File: src/rtl/lut_loader.sv
// rtl/lut_loader.sv - copies a contiguous run of constant-LUT entries into data memory
//
// Purpose: walks LUT pointers base_ptr_i .. base_ptr_i+count_i-1 and writes each
// value to data memory starting at dst_adr_i, one beat per accepted write,
// keeping an 8-bit wrap-around checksum of the values written.
//
// Ports:
//   Clk, Reset          clock (rising edge), asynchronous active-high reset
//   start_i             start request, sampled only in IDLE
//   abort_i             early termination, honoured only in WRITE
//   base_ptr_i          first LUT pointer (latched on accepted start)
//   dst_adr_i           first data-memory address (latched on accepted start)
//   count_i             number of words to copy (latched on accepted start)
//   ptr_o / lut_dat_i   LUT pointer out, combinational LUT value back
//   dm_we_o, dm_adr_o,  data-memory write request, address, data
//   dm_dat_o, dm_ready_i  and ready handshake
//   busy_o              high in WRITE and DONE
//   done_o              one-cycle completion pulse
//   sum_o               running sum of accepted words, mod 2**DATA_W
module lut_loader #(
  parameter int PTR_W  = 5,
  parameter int DATA_W = 8,
  parameter int ADDR_W = 8,
  parameter int CNT_W  = 6
) (
  input  logic              Clk,
  input  logic              Reset,
  input  logic              start_i,
  input  logic              abort_i,
  input  logic [PTR_W-1:0]  base_ptr_i,
  input  logic [ADDR_W-1:0] dst_adr_i,
  input  logic [CNT_W-1:0]  count_i,
  output logic [PTR_W-1:0]  ptr_o,
  input  logic [DATA_W-1:0] lut_dat_i,
  output logic              dm_we_o,
  output logic [ADDR_W-1:0] dm_adr_o,
  output logic [DATA_W-1:0] dm_dat_o,
  input  logic              dm_ready_i,
  output logic              busy_o,
  output logic              done_o,
  output logic [DATA_W-1:0] sum_o
);

  typedef enum logic [1:0] {
    S_IDLE  = 2'd0,
    S_WRITE = 2'd1,
    S_DONE  = 2'd2
  } state_t;

  state_t             state;
  state_t             state_nxt;
  logic [CNT_W-1:0]   remaining;
  logic               beat;
  logic               load;

  // LUT read is combinational, so the write data is simply the LUT output.
  assign dm_dat_o = lut_dat_i;

  always_comb begin
    state_nxt = state;
    beat      = 1'b0;
    load      = 1'b0;
    case (state)
      S_IDLE: begin
        if (start_i) begin
          load      = 1'b1;
          state_nxt = (count_i != '0) ? S_WRITE : S_DONE;
        end
      end
      S_WRITE: begin
        // Abort wins over a ready beat: that beat is dropped, not counted.
        if (abort_i) begin
          state_nxt = S_DONE;
        end else if (dm_ready_i) begin
          beat = 1'b1;
          if (remaining == CNT_W'(1)) state_nxt = S_DONE;
        end
      end
      S_DONE:  state_nxt = S_IDLE;
      default: state_nxt = S_IDLE;
    endcase
  end

  always_ff @(posedge Clk or posedge Reset) begin
    if (Reset) begin
      state     <= S_IDLE;
      ptr_o     <= '0;
      dm_adr_o  <= '0;
      remaining <= '0;
      sum_o     <= '0;
      dm_we_o   <= 1'b0;
      busy_o    <= 1'b0;
      done_o    <= 1'b0;
    end else begin
      state   <= state_nxt;
      // Status outputs are decoded from the next state so they are flops
      // that line up exactly with the state they describe.
      dm_we_o <= (state_nxt == S_WRITE);
      busy_o  <= (state_nxt != S_IDLE);
      done_o  <= (state_nxt == S_DONE);
      if (load) begin
        ptr_o     <= base_ptr_i;
        dm_adr_o  <= dst_adr_i;
        remaining <= count_i;
        sum_o     <= '0;
      end
      if (beat) begin
        sum_o     <= sum_o + lut_dat_i;
        ptr_o     <= ptr_o + PTR_W'(1);
        dm_adr_o  <= dm_adr_o + ADDR_W'(1);
        remaining <= remaining - CNT_W'(1);
      end
    end
  end

endmodule
File: config.mk
export PLATFORM = sky130hd
export DESIGN_NAME = lut_loader
export DESIGN_NICKNAME = d
export VERILOG_FILES = /design/src/rtl/lut_loader.sv
export SDC_FILE = /design/constraint.sdc
export NUM_CORES = 1
export LEC_CHECK = 0
export BUFFER_PORTS_ARGS = -buffer_cell sky130_fd_sc_hd__buf_4
export CORE_ASPECT_RATIO = 1.4
export CORE_MARGIN = 1.5
export CORE_UTILIZATION = 55
export DETAILED_ROUTE_END_ITERATION = 10
export PLACE_DENSITY = 0.86
export SLEW_MARGIN = 20
export SYNTH_ARGS = -nofsm -noshare
export SYNTH_HDL_FRONTEND = slang
export SYNTH_SLANG_ARGS = --single-unit
File: constraint.sdc
create_clock -name Clk -period 3.25 [get_ports Clk]
set_clock_uncertainty 0.2 [all_clocks]
set_input_delay 0.325 -clock Clk [delete_from_list [all_inputs] [get_ports Clk]]
set_output_delay 0.325 -clock Clk [all_outputs]
set_load 0.05 [all_outputs]
Yosys cells after proc, flatten, opt, wreduce, memory -nomap -nowiden
Index checks and enable logic that the tools add are counted.
- register bits after elaboration: 32
- word-level logic and storage cells: 39
- eq/ne operators: 4
- reduce and logical (&&, ||, !) cells: 4
- $add $sub $neg: 4
- muxes and demuxes: 19
- operators with widths (kind ; number):
    two-way mux 8 bit ; 4
    two-way mux 6 bit ; 2
    two-way mux 2 bit ; 5
    two-way mux 5 bit ; 2
    adder 8 x 1 -> 8 bit (second input constant) ; 1
    adder 8 bit ; 1
    equality test 6 x 1 -> 1 bit (second input constant) ; 1
    nonzero test 6 bit ; 1
    subtractor 6 x 1 -> 6 bit (second input constant) ; 1
    adder 5 x 1 -> 5 bit (second input constant) ; 1
    two-way mux 1 bit ; 5
    equality test 2 x 1 -> 1 bit (second input constant) ; 2
    case mux 2 bit (2 select lines) ; 1
    nonzero test 2 bit ; 2
    equality test 2 bit (second input constant) ; 1
    zero test 2 bit ; 1

Longest topological paths before layout
Gate-level depths: netlist of the first run.
- depth after elaboration: 6
- depth in mapped cells: 7

Worst setup path before layout of the first run
OpenSTA, ideal clock, no wires.
- path kind: register to register
- start point: register sum_o[0]
- end point: register sum_o[6]
- arrival: 1.932 ns
- path slack: 0.992 ns
- path buffers: 0
- cell stages (with the launch flop): 8
- data required time: 2.924 ns
- clock period less this slack: 2.258 ns
- cells stage by stage: dfrtp_1 > ha_1 > fa_1 > a21o_1 > a21o_1 > a21oi_1 > or4b_1 > nand3_1
- word-level cells in the longest chain between the ends: 2
- RTL lines (element ; RTL line ; source):
    start, declared ; 41 ; output logic [DATA_W-1:0] sum_o
    start signal, assigned ; 108 ; sum_o <= sum_o + lut_dat_i;
    adder 8 bit ; 108 ;
    two-way mux 8 bit ; 107 ; if (beat) begin
Every way passes these cells.
A chain may end at the register's enable or synchronous reset.

Worst setup path after layout of the first run
Ends and elaborated chain as after synthesis.

==> results_dict.tcl, run 1 <==
set metrics [dict create \
    status "completed" \
    fill_cells 266 \
    synth_area_um2 1980 \
    wire_per_inst_um 15.0 \
    ys_types 54 \
    hold_class "input port to flip-flop" \
    clock.fmax_mhz 474 \
    synth_area_per_cell_um2 9.48 \
    period_share_pct 65.0 \
    grt_max_degree 33 \
    max_cap_viol_count 0 \
    slew_headroom_pct 60.6 \
    coreArea_um2 3410 \
    nets 311 \
    chipWidth_um 53.7 \
    antenna_found_initial 0 \
    area_growth_pct 27.0 \
    layout_commonest_cell "buf_4" \
    cts_tree "built" \
    num_io_pins 64 \
    start_util_pct 58.1 \
    track_usage_pct 26.0 \
    grt_pass1_wl_um 7480 \
    synth-edff-count 0 \
    cts.clk_slew.worst_paths_ps 60 \
    start_kind "flip-flop" \
    leakagePower_uw 0.00121 \
    finalWorstPathRequiredPeriod_ps 2110 \
    cts_buffer_depth 2 \
    grt_pass1_vias 1752 \
    arrival_ps 2080 \
    setup_viol 0 \
    drive_gt1_share_pct 32.8 \
    ys.flop_type "dfrtp_1" \
    p_total_uw 2490 \
    drt-initial-drc-count 54 \
    die_area_um2 3980 \
    path_max_fanout 3 \
    grt_overflow 0 \
    power_density_nw_per_um2 988 \
    htree_levels 2 \
    fin_tns_setup_ps 0 \
    tightest_slew_ps 590 \
    cts.sinks 32 \
    hold_viol 0 \
    gp_congestion 0.763 \
    rsz0062_at_grt "false" \
    synth-seq-cells 32 \
    post_cts_buffers 0 \
    dieHeight_um 74.0 \
    postRouteAntennaNets 0 \
    mostFrequentLayoutCells "buf_4 (67), dfrtp_1 (32), nor2_1 (25)" \
    netlist_instances 209 \
    endpoint_kind "flip-flop" \
    port_buffers 63 \
    via_per_inst 5.90 \
    finalMaxSlewViolations 0 \
    antennaDiodeCount 0 \
    crit_type "flip-flop to flip-flop" \
    cts_buffers 5 \
    cp_data_required_time_ps 3220 \
    fp-row-count 25 \
    ctsRootBufferMaster "clkbuf_8" \
    insertion_delay_ps 290 \
    dp_hpwl_um 3360 \
    drc 0 \
    vias 1816 \
    drt_wl_total_um 4620 \
    synthesis.nets 253 \
    async_reset_ff_share_pct 100 \
    first_pass_iters 5 \
    seq_area_frac_synth_pct 40.4 \
    ys_warn_count 0 \
    ir_worst_vdd_mv 0.934 \
]
[registers in the layout (all words and copies together) (netlist names)]
signal and cells:
busy_o 1, dm_adr_o 8, dm_we_o 1, done_o 1, ptr_o 5, remaining 6, state 2, sum_o 8
[power breakdown]
group / switching [uW] / internal [uW] / total, uW
combinational: 910 / 492 / 1400
clock: 144 / 173 / 317
sequential: 196 / 573 / 769
[logic make-up (layout without fill, tap and decap cells)]
group	after synthesis	after routing	share of synthesized area, %
fa+ha+maj	12	12	7.95
buf+inv	25	84	7.45
flops	32	32	40.4
compound gates	60	60	23.1
simple gates	77	77	19.8
xor+xnor	3	3	1.33
[metal layers]
layer / GRT usage (%) / vias to the layer above / part of all wire [%]
met5: 0 / - / 0
met3: 5.42 / 6 / 5.0
met1: 29.8 / 870 / 39
met4: 11.1 / 0 / 1.7
met2: 45.4 / 53 / 54
li1: - / 887 / -
[what timing repair did]
action	CTS	global route
hold buffers	1	0
endpoints found under the hold margin	32	0
resized for setup	0	0
[final timing paths]
path | endpoint | slack [ps] | start | cells past startpoint
max in group asynchronous | busy_o | 2060 | Reset | 4
max | sum_o[6] | 1140 | sum_o[0] | 7
min reg2reg | ptr_o[4] | 290 | ptr_o[4] | 1
max reg2reg | sum_o[6] | 1140 | sum_o[0] | 7
min | remaining[1] | 50 | count_i[1] | 3
min in group asynchronous | sum_o[0] | 500 | Reset | 4
[per-stage QoR]
| stage | cell area [um2] | std cells | hold WS, ps | utilization [%] | setup slack [ps] |
|---|---|---|---|---|---|
| 2_1_floorplan | 1980 | 209 | 241 | - | 992 |
| 4_1_cts | 2520 | 308 | 47.5 | 73.8 | 1110 |
| 3_5_place_dp | 2420 | 299 | 247 | 70.9 | 1090 |
| 5_1_grt | 2520 | 308 | 71.5 | 73.8 | 968 |
| 3_3_place_gp | 2420 | 299 | 242 | 70.9 | 1130 |
| 6_report | 2520 | 308 | 50.7 | 73.8 | 1140 |
[cell usage after synthesis (2+ instances only)]
cell / count / area [um2]
dfrtp_1: 32 / 801
nor2_1: 25 / 93.8
nand2_1: 21 / 78.8
ha_1: 11 / 138
buf_4: 9 / 67.6
nand3_1: 8 / 40.0
a21oi_1: 7 / 35.0
inv_1: 7 / 26.3
a211oi_1: 6 / 45.0
o21ai_0: 6 / 30.0
nor3_1: 5 / 25.0
a221o_1: 4 / 40.0
a31oi_1: 4 / 25.0
buf_2: 4 / 20.0
o21ai_1: 4 / 20.0
a211oi_2: 3 / 37.5
a21o_1: 3 / 22.5
a22o_1: 3 / 26.3
nor2_2: 3 / 18.8
a22oi_1: 2 / 15.0
a32o_1: 2 / 20.0
buf_6: 2 / 22.5
nand4_1: 2 / 12.5
nor3_2: 2 / 20.0
nor4_1: 2 / 12.5
o211ai_1: 2 / 15.0
o32ai_1: 2 / 17.5
xor2_1: 2 / 17.5
[cell type report]
class	count	area (um2)	area share (%)
clock buffers	8	90.1	3.58
inverters	8	30.0	1.19
multi-input cells	152	1030	41.1
flip-flops and latches	32	801	31.8
well taps	40	50.0	1.99
repair buffers	68	513	20.4
[critical path: stages, from the launching register on]
cell and delay [ps]:
dfrtp_1 400, ha_1 240, fa_1 420, a21o_1 170, a21o_1 200, a21oi_1 190, or4b_1 140, nand3_1 60
(Power assumes the default switching activity.)
==> run 2: changes to the inputs <==
--- a/config.mk
+++ b/config.mk
@@ -5,12 +5,13 @@
 export SDC_FILE = /design/constraint.sdc
 export NUM_CORES = 1
 export LEC_CHECK = 0
+export ABC_AREA = 1
 export BUFFER_PORTS_ARGS = -buffer_cell sky130_fd_sc_hd__buf_4
 export CORE_ASPECT_RATIO = 1.4
 export CORE_MARGIN = 1.5
-export CORE_UTILIZATION = 55
+export CORE_UTILIZATION = 46
 export DETAILED_ROUTE_END_ITERATION = 10
-export PLACE_DENSITY = 0.86
+export PLACE_DENSITY = 0.76
 export SLEW_MARGIN = 20
 export SYNTH_ARGS = -nofsm -noshare
 export SYNTH_HDL_FRONTEND = slang
==> constraint.sdc (replaced) <==
create_clock -name Clk -period 1.7 [get_ports Clk]
set_clock_uncertainty 0.2 [all_clocks]
set_input_delay 0.17 -clock Clk [delete_from_list [all_inputs] [get_ports Clk]]
set_output_delay 0.17 -clock Clk [all_outputs]
set_load 0.05 [all_outputs]
==> run 2 against run 1 <==
Net effect: the flow now finishes with violations (negative hold slack); first-iteration DRC count is 52% higher; cell area is 15% higher; utilization shrank 6.4 points; critical path depth is the same; via count is 12% higher; sequential power is 98% higher; maximum frequency up 27%; critical endpoint is now sum_o[4].
==> results_dict.tcl, run 2 <==
set metrics [dict create \
    grt_overflow 0 \
    start_util_pct 48.6 \
    max_cap_viol_count 0 \
    dp_hpwl_um 3500 \
    slew_headroom_pct 71.5 \
    crit_start "sum_o[0]" \
    crit_type "flip-flop to flip-flop" \
    endpoint_kind "flip-flop" \
    ys_top_cells_by_area "dfrtp_1 (39%), nand2_1 (16%), ha_1 (6.6%), nand3_1 (5.5%), inv_1 (5.2%)" \
    postRouteAntennaNets 0 \
    cp_data_required_time_ps 1710 \
    seq_area_frac_synth_pct 38.5 \
    ir_worst_vdd_mv 1.05 \
    grt_pass1_wl_um 7870 \
    synth_area_um2 2080 \
    vias 2042 \
    slowest_stage "dfrtp_2" \
    netlist_instances 272 \
    grt.met2_usage_pct 37.8 \
    die_area_um2 4940 \
    cts_tree "built" \
    whs_ps -4.43 \
    synth_area_per_cell_um2 7.64 \
    cts.sinks 32 \
    synth-edff-count 0 \
    grt_pass1_vias 1851 \
    period_share_pct 97.8 \
    via_per_inst 4.99 \
    async_reset_ff_share_pct 100 \
    drc 0 \
    reg2reg_from "sum_o[0]" \
    fill_cells 394 \
    port_buffers 63 \
    mostFrequentLayoutCells "nand2_1 (89), buf_4 (70), inv_1 (29)" \
    synth_common_cells "nand2_1 (89), dfrtp_1 (32), inv_1 (29)" \
    gp_congestion 0.919 \
    status "finished with violations" \
    yosysMostFrequentCell "nand2_1" \
    drt_wl_total_um 5050 \
    start_kind "flip-flop" \
    ys_warn_count 0 \
    ys_types 27 \
    setup_viol 0 \
    finalMaxSlewViolations 0 \
    cp_top_family "adder cells" \
    path_max_fanout 3 \
    leakagePower_uw 0.00149 \
    reg_top3 "dm_adr_o (8), sum_o (8), remaining (6)" \
    busiest_layer "met2" \
    tightest_slew_ps 424 \
    hold_class "input port to flip-flop" \
    path_cells "ha_4 > fa_2 > nand2_1 > nand3_2 > nand2_1 > nand2_1 > o21ai_1" \
    nets 392 \
    wire_per_inst_um 12.3 \
    ctsRootBufferMaster "clkbuf_8" \
    track_usage_pct 21.0 \
    hold_start "base_ptr_i[3]" \
    drt-initial-drc-count 82 \
    crit_top_cell "nand2_1" \
    insertion_delay_ps 280 \
    num_io_pins 64 \
    synth-seq-cells 32 \
    cts.clk_slew.worst_paths_ps 70 \
    drive_gt1_share_pct 28.9 \
    area_growth_pct 38.8 \
    use_met3_pct 4.52 \
    synthesis.nets 316 \
    synth_top_area_cell "dfrtp_1" \
    first_pass_iters 4 \
    yosys.area.top_type_share_pct 38.5 \
    dieHeight_um 82.5 \
    layout_commonest_cell "nand2_1" \
    crit_buf_inv 0 \
    ys.flop_type "dfrtp_1" \
    arrival_ps 1670 \
    grt_max_degree 33 \
    antennaDiodeCount 0 \
    hold_viol 1 \
    cts_buffer_depth 2 \
    cts_buffers 5 \
    clock.fmax_mhz 601 \
    use_met1_pct 24.1 \
    antenna_found_initial 0 \
    fp-row-count 28 \
    chipWidth_um 59.8 \
    coreArea_um2 4270 \
    fin_tns_setup_ps 0 \
    max_stage_delay_ps 430 \
    violations "negative hold slack" \
    rsz0062_at_grt "false" \
    htree_levels 2 \
    finalWorstPathRequiredPeriod_ps 1660 \
    power_density_nw_per_um2 1820 \
]
## run 2: cell count changes after synthesis, moves of 5 or more
cell | previous run | this run
nand3_1 | 8 | 23
o21ai_0 | 6 | 17
nor2_1 | 25 | 17
nor3_1 | 5 | 0
nand2_1 | 21 | 89
inv_1 | 7 | 29
a211oi_1 | 6 | 0
## run 2: repair_timing
action / CTS / global route
hold buffers: 14 / 0
setup endpoints to repair: 0 / 5
resized for setup: 0 / 9
buffers inserted: 0 / 2
endpoints found under the hold margin: 46 / 0
## run 2: kinds of logic after synthesis
logic type | after synthesis | synth area share, %
AND/OR/NAND/NOR | 138 | 28.4
buffers and inverters | 47 | 12.1
XOR/XNOR | 10 | 4.21
flip-flops | 32 | 38.5
adder cells (fa/ha/maj) | 12 | 7.59
AO/OA/AOI/OAI | 33 | 9.15
## run 2: worst register-to-register path, delay by kind of cell (launching register included)
family,cells,cell delay [ps]
fa+ha+maj,2,520
compound gates,1,150
flops,1,430
simple gates,4,270
## run 2: report_power, final
| part | switching, uW | internal, uW | total, uW |
|---|---|---|---|
| clock | 290 | 323 | 613 |
| sequential | 395 | 1130 | 1520 |
| combinational | 1990 | 1110 | 3100 |
| total | 2680 | 2560 | 5240 |
## run 2: path summary, 6_finish.rpt
path                                     end  slack (ps)  depth (start not counted)
worst max-delay path                sum_o[4]          40                          7
worst min-delay path                ptr_o[3]          -4                          3
worst max register to register      sum_o[4]          40                          7
worst min register to register  remaining[1]         320                          2
max in group asynchronous           sum_o[0]         650                          4
min in group asynchronous           sum_o[5]         330                          4
## run 2: layer usage
layer | share of wire, % | up-vias
li1 | - | 1017
met1 | 41 | 964
met2 | 54 | 52
met3 | 4.1 | 9
met4 | 1.6 | 0
met5 | 0 | -
## run 2: layout make-up
cell class	instances	area, um2	share of cell area [%]
clock buffer	6	82.6	2.86
clock inverter	2	10.0	0.347
inverter	32	126	4.38
multi-input combinational	193	1110	38.6
sequential	32	812	28.2
tap	60	75.1	2.60
timing repair buffer	84	666	23.1
## run 2: stage by stage
stage               total power, uW  cells  area [um2]  utilization (%)  setup slack (ps)
CTS                            5140    407        2800             65.4              16.2
global placement               4410    385        2560             60.0              96.1
finish                         5240    409        2880             67.5              36.7
floorplan                      3690    272        2100                -            -0.875
global route                   5650    409        2880             67.5              2.76
detailed placement             4480    385        2560             60.0              30.8
==> run 3: changes to the inputs <==
--- a/config.mk
+++ b/config.mk
@@ -11,6 +11,7 @@
 export CORE_MARGIN = 1.5
 export CORE_UTILIZATION = 46
 export DETAILED_ROUTE_END_ITERATION = 10
+export MAX_ROUTING_LAYER = met4
 export PLACE_DENSITY = 0.76
 export SLEW_MARGIN = 20
 export SYNTH_ARGS = -nofsm -noshare
==> run 3 against run 2 <==
Net effect: the run still ends with negative hold slack left; utilization did not move; hold slack got worse by 2.1 ps; cell area did not move; sequential power barely moved; non-clock buffer count did not move; global-route usage rose by 0.58 points; largest power group unchanged; critical path depth did not move; routed wire length fell by 0.12%; flip-flop and latch count did not move; register-to-register slack barely moved; maximum frequency barely moved.
==> results_dict.tcl, run 3 (synthesized netlist as in run 2, its figures left out) <==
set metrics [dict create \
    antenna_found_initial 0 \
    dp_hpwl_um 3500 \
    power_density_nw_per_um2 1820 \
    via_per_inst 4.99 \
    fin_util_pct 67.5 \
    crit_start "sum_o[0]" \
    grt_pass1_vias 1851 \
    max_stage_delay_ps 430 \
    area_growth_pct 38.8 \
    tightest_slew_ps 423 \
    max_cap_viol_count 0 \
    cts.clk_slew.worst_paths_ps 70 \
    start_util_pct 48.6 \
    nets 392 \
    gp_congestion 0.935 \
    mostFrequentLayoutCells "nand2_1 (89), buf_4 (70), inv_1 (29)" \
    cts_tree "built" \
    period_share_pct 97.8 \
    rrSetupSlack_ps 40 \
    crit_type "flip-flop to flip-flop" \
    slew_headroom_pct 71.5 \
    reg2reg_from "sum_o[0]" \
    leakagePower_uw 0.00149 \
    reg_top3 "dm_adr_o (8), sum_o (8), remaining (6)" \
    cts.sinks 32 \
    clock.fmax_mhz 601 \
    layout_commonest_cell "nand2_1" \
    path_cells "ha_4 > fa_2 > nand2_1 > nand3_2 > nand2_1 > nand2_1 > o21ai_1" \
    hold_depth 3 \
    grt_max_degree 33 \
    vias 2041 \
    whs_ps -6.50 \
    chipWidth_um 59.8 \
    rsz0062_at_grt "false" \
    crit_top_cell "nand2_1" \
    wire_per_inst_um 12.3 \
    grt_overflow 0 \
    fill_cells 394 \
    hold_viol 1 \
    cts_buffers 5 \
    violations "negative hold slack" \
    drt_wl_total_um 5040 \
    coreArea_um2 4270 \
    ir_worst_vdd_mv 1.05 \
    cp_data_required_time_ps 1710 \
    antennaDiodeCount 0 \
    num_io_pins 64 \
    finalMaxSlewViolations 0 \
    fp-row-count 28 \
    cts_buffer_depth 2 \
    grt_pass1_wl_um 7870 \
    postRouteAntennaNets 0 \
    final_area_um2 2880 \
    dpl_cell_area_um2 2560 \
    htree_levels 2 \
    die_area_um2 4940 \
    endpoint_kind "flip-flop" \
    track_usage_pct 21.6 \
    port_buffers 63 \
    finalWorstPathRequiredPeriod_ps 1660 \
    drive_gt1_share_pct 28.9 \
    hold_class "input port to flip-flop" \
    start_kind "flip-flop" \
    rr_worst_depth 7 \
    arrival_ps 1670 \
    slowest_stage "dfrtp_2" \
    ctsRootBufferMaster "clkbuf_8" \
    path_max_fanout 3 \
    first_pass_iters 4 \
    drc 0 \
    dieHeight_um 82.5 \
    insertion_delay_ps 280 \
    hold_start "base_ptr_i[3]" \
    status "finished with violations" \
    drt-initial-drc-count 80 \
    setup_viol 0 \
]
==> run 3: cell counts in the layout (fill, tap and decap cells not counted) <==
No cell type changed its count.
==> run 3: stage by stage <==
stage          instances  setup slack [ps]  TNS [ps]  power [uW]
2_1_floorplan        272            -0.875    -0.875        3690
3_3_place_gp         385              96.1         0        4410
3_5_place_dp         385              30.8         0        4480
4_1_cts              407              16.2         0        5140
5_1_grt              409              2.75         0        5650
6_report             409              37.5         0        5240
==> run 3: area by class of cell <==
cell class                 instances  area, um2  share of cell area, %
sequential                        32        812                   28.2
tap                               60       75.1                   2.60
clock buffer                       6       82.6                   2.86
multi-input combinational        193       1110                   38.6
timing repair buffer              84        666                   23.1
clock inverter                     2       10.0                  0.347
inverter                          32        126                   4.38
==> run 3: worst max-delay path: cells and delay by family, from the launching register on <==
family / cells / cell delay [ps]
flip-flops: 1 / 430
AND/OR/NAND/NOR: 4 / 270
adder cells (fa/ha/maj): 2 / 520
AO/OA/AOI/OAI: 1 / 150
==> run 3: layer usage <==
layer  GRT usage, %  part of all wire, %  up-vias
li1               -                    -     1017
met1           24.1                   40      959
met2           37.8                   53       56
met3           4.52                  4.5        9
met4           7.33                  1.6        0
met5              -                    0        -
==> run 3: power by group <==
| group | switching (uW) | total [uW] | internal [uW] |
|---|---|---|---|
| Sequential | 395 | 1520 | 1130 |
| Combinational | 1990 | 3100 | 1110 |
| Clock | 288 | 611 | 323 |
==> run 3: timing repair <==
item / in CTS / in global routing
buffers inserted: 0 / 2
setup endpoints to repair: 0 / 5
endpoints found under the hold margin: 46 / 0
hold buffers: 14 / 0
gates resized for setup: 0 / 9
==> run 3: path summary, 6_finish.rpt <==
path,endpoint
worst max-delay path,sum_o[4]
min in group asynchronous,sum_o[5]
worst min register to register,remaining[1]
worst min-delay path,ptr_o[3]
max in group asynchronous,sum_o[0]
worst max register to register,sum_o[4]
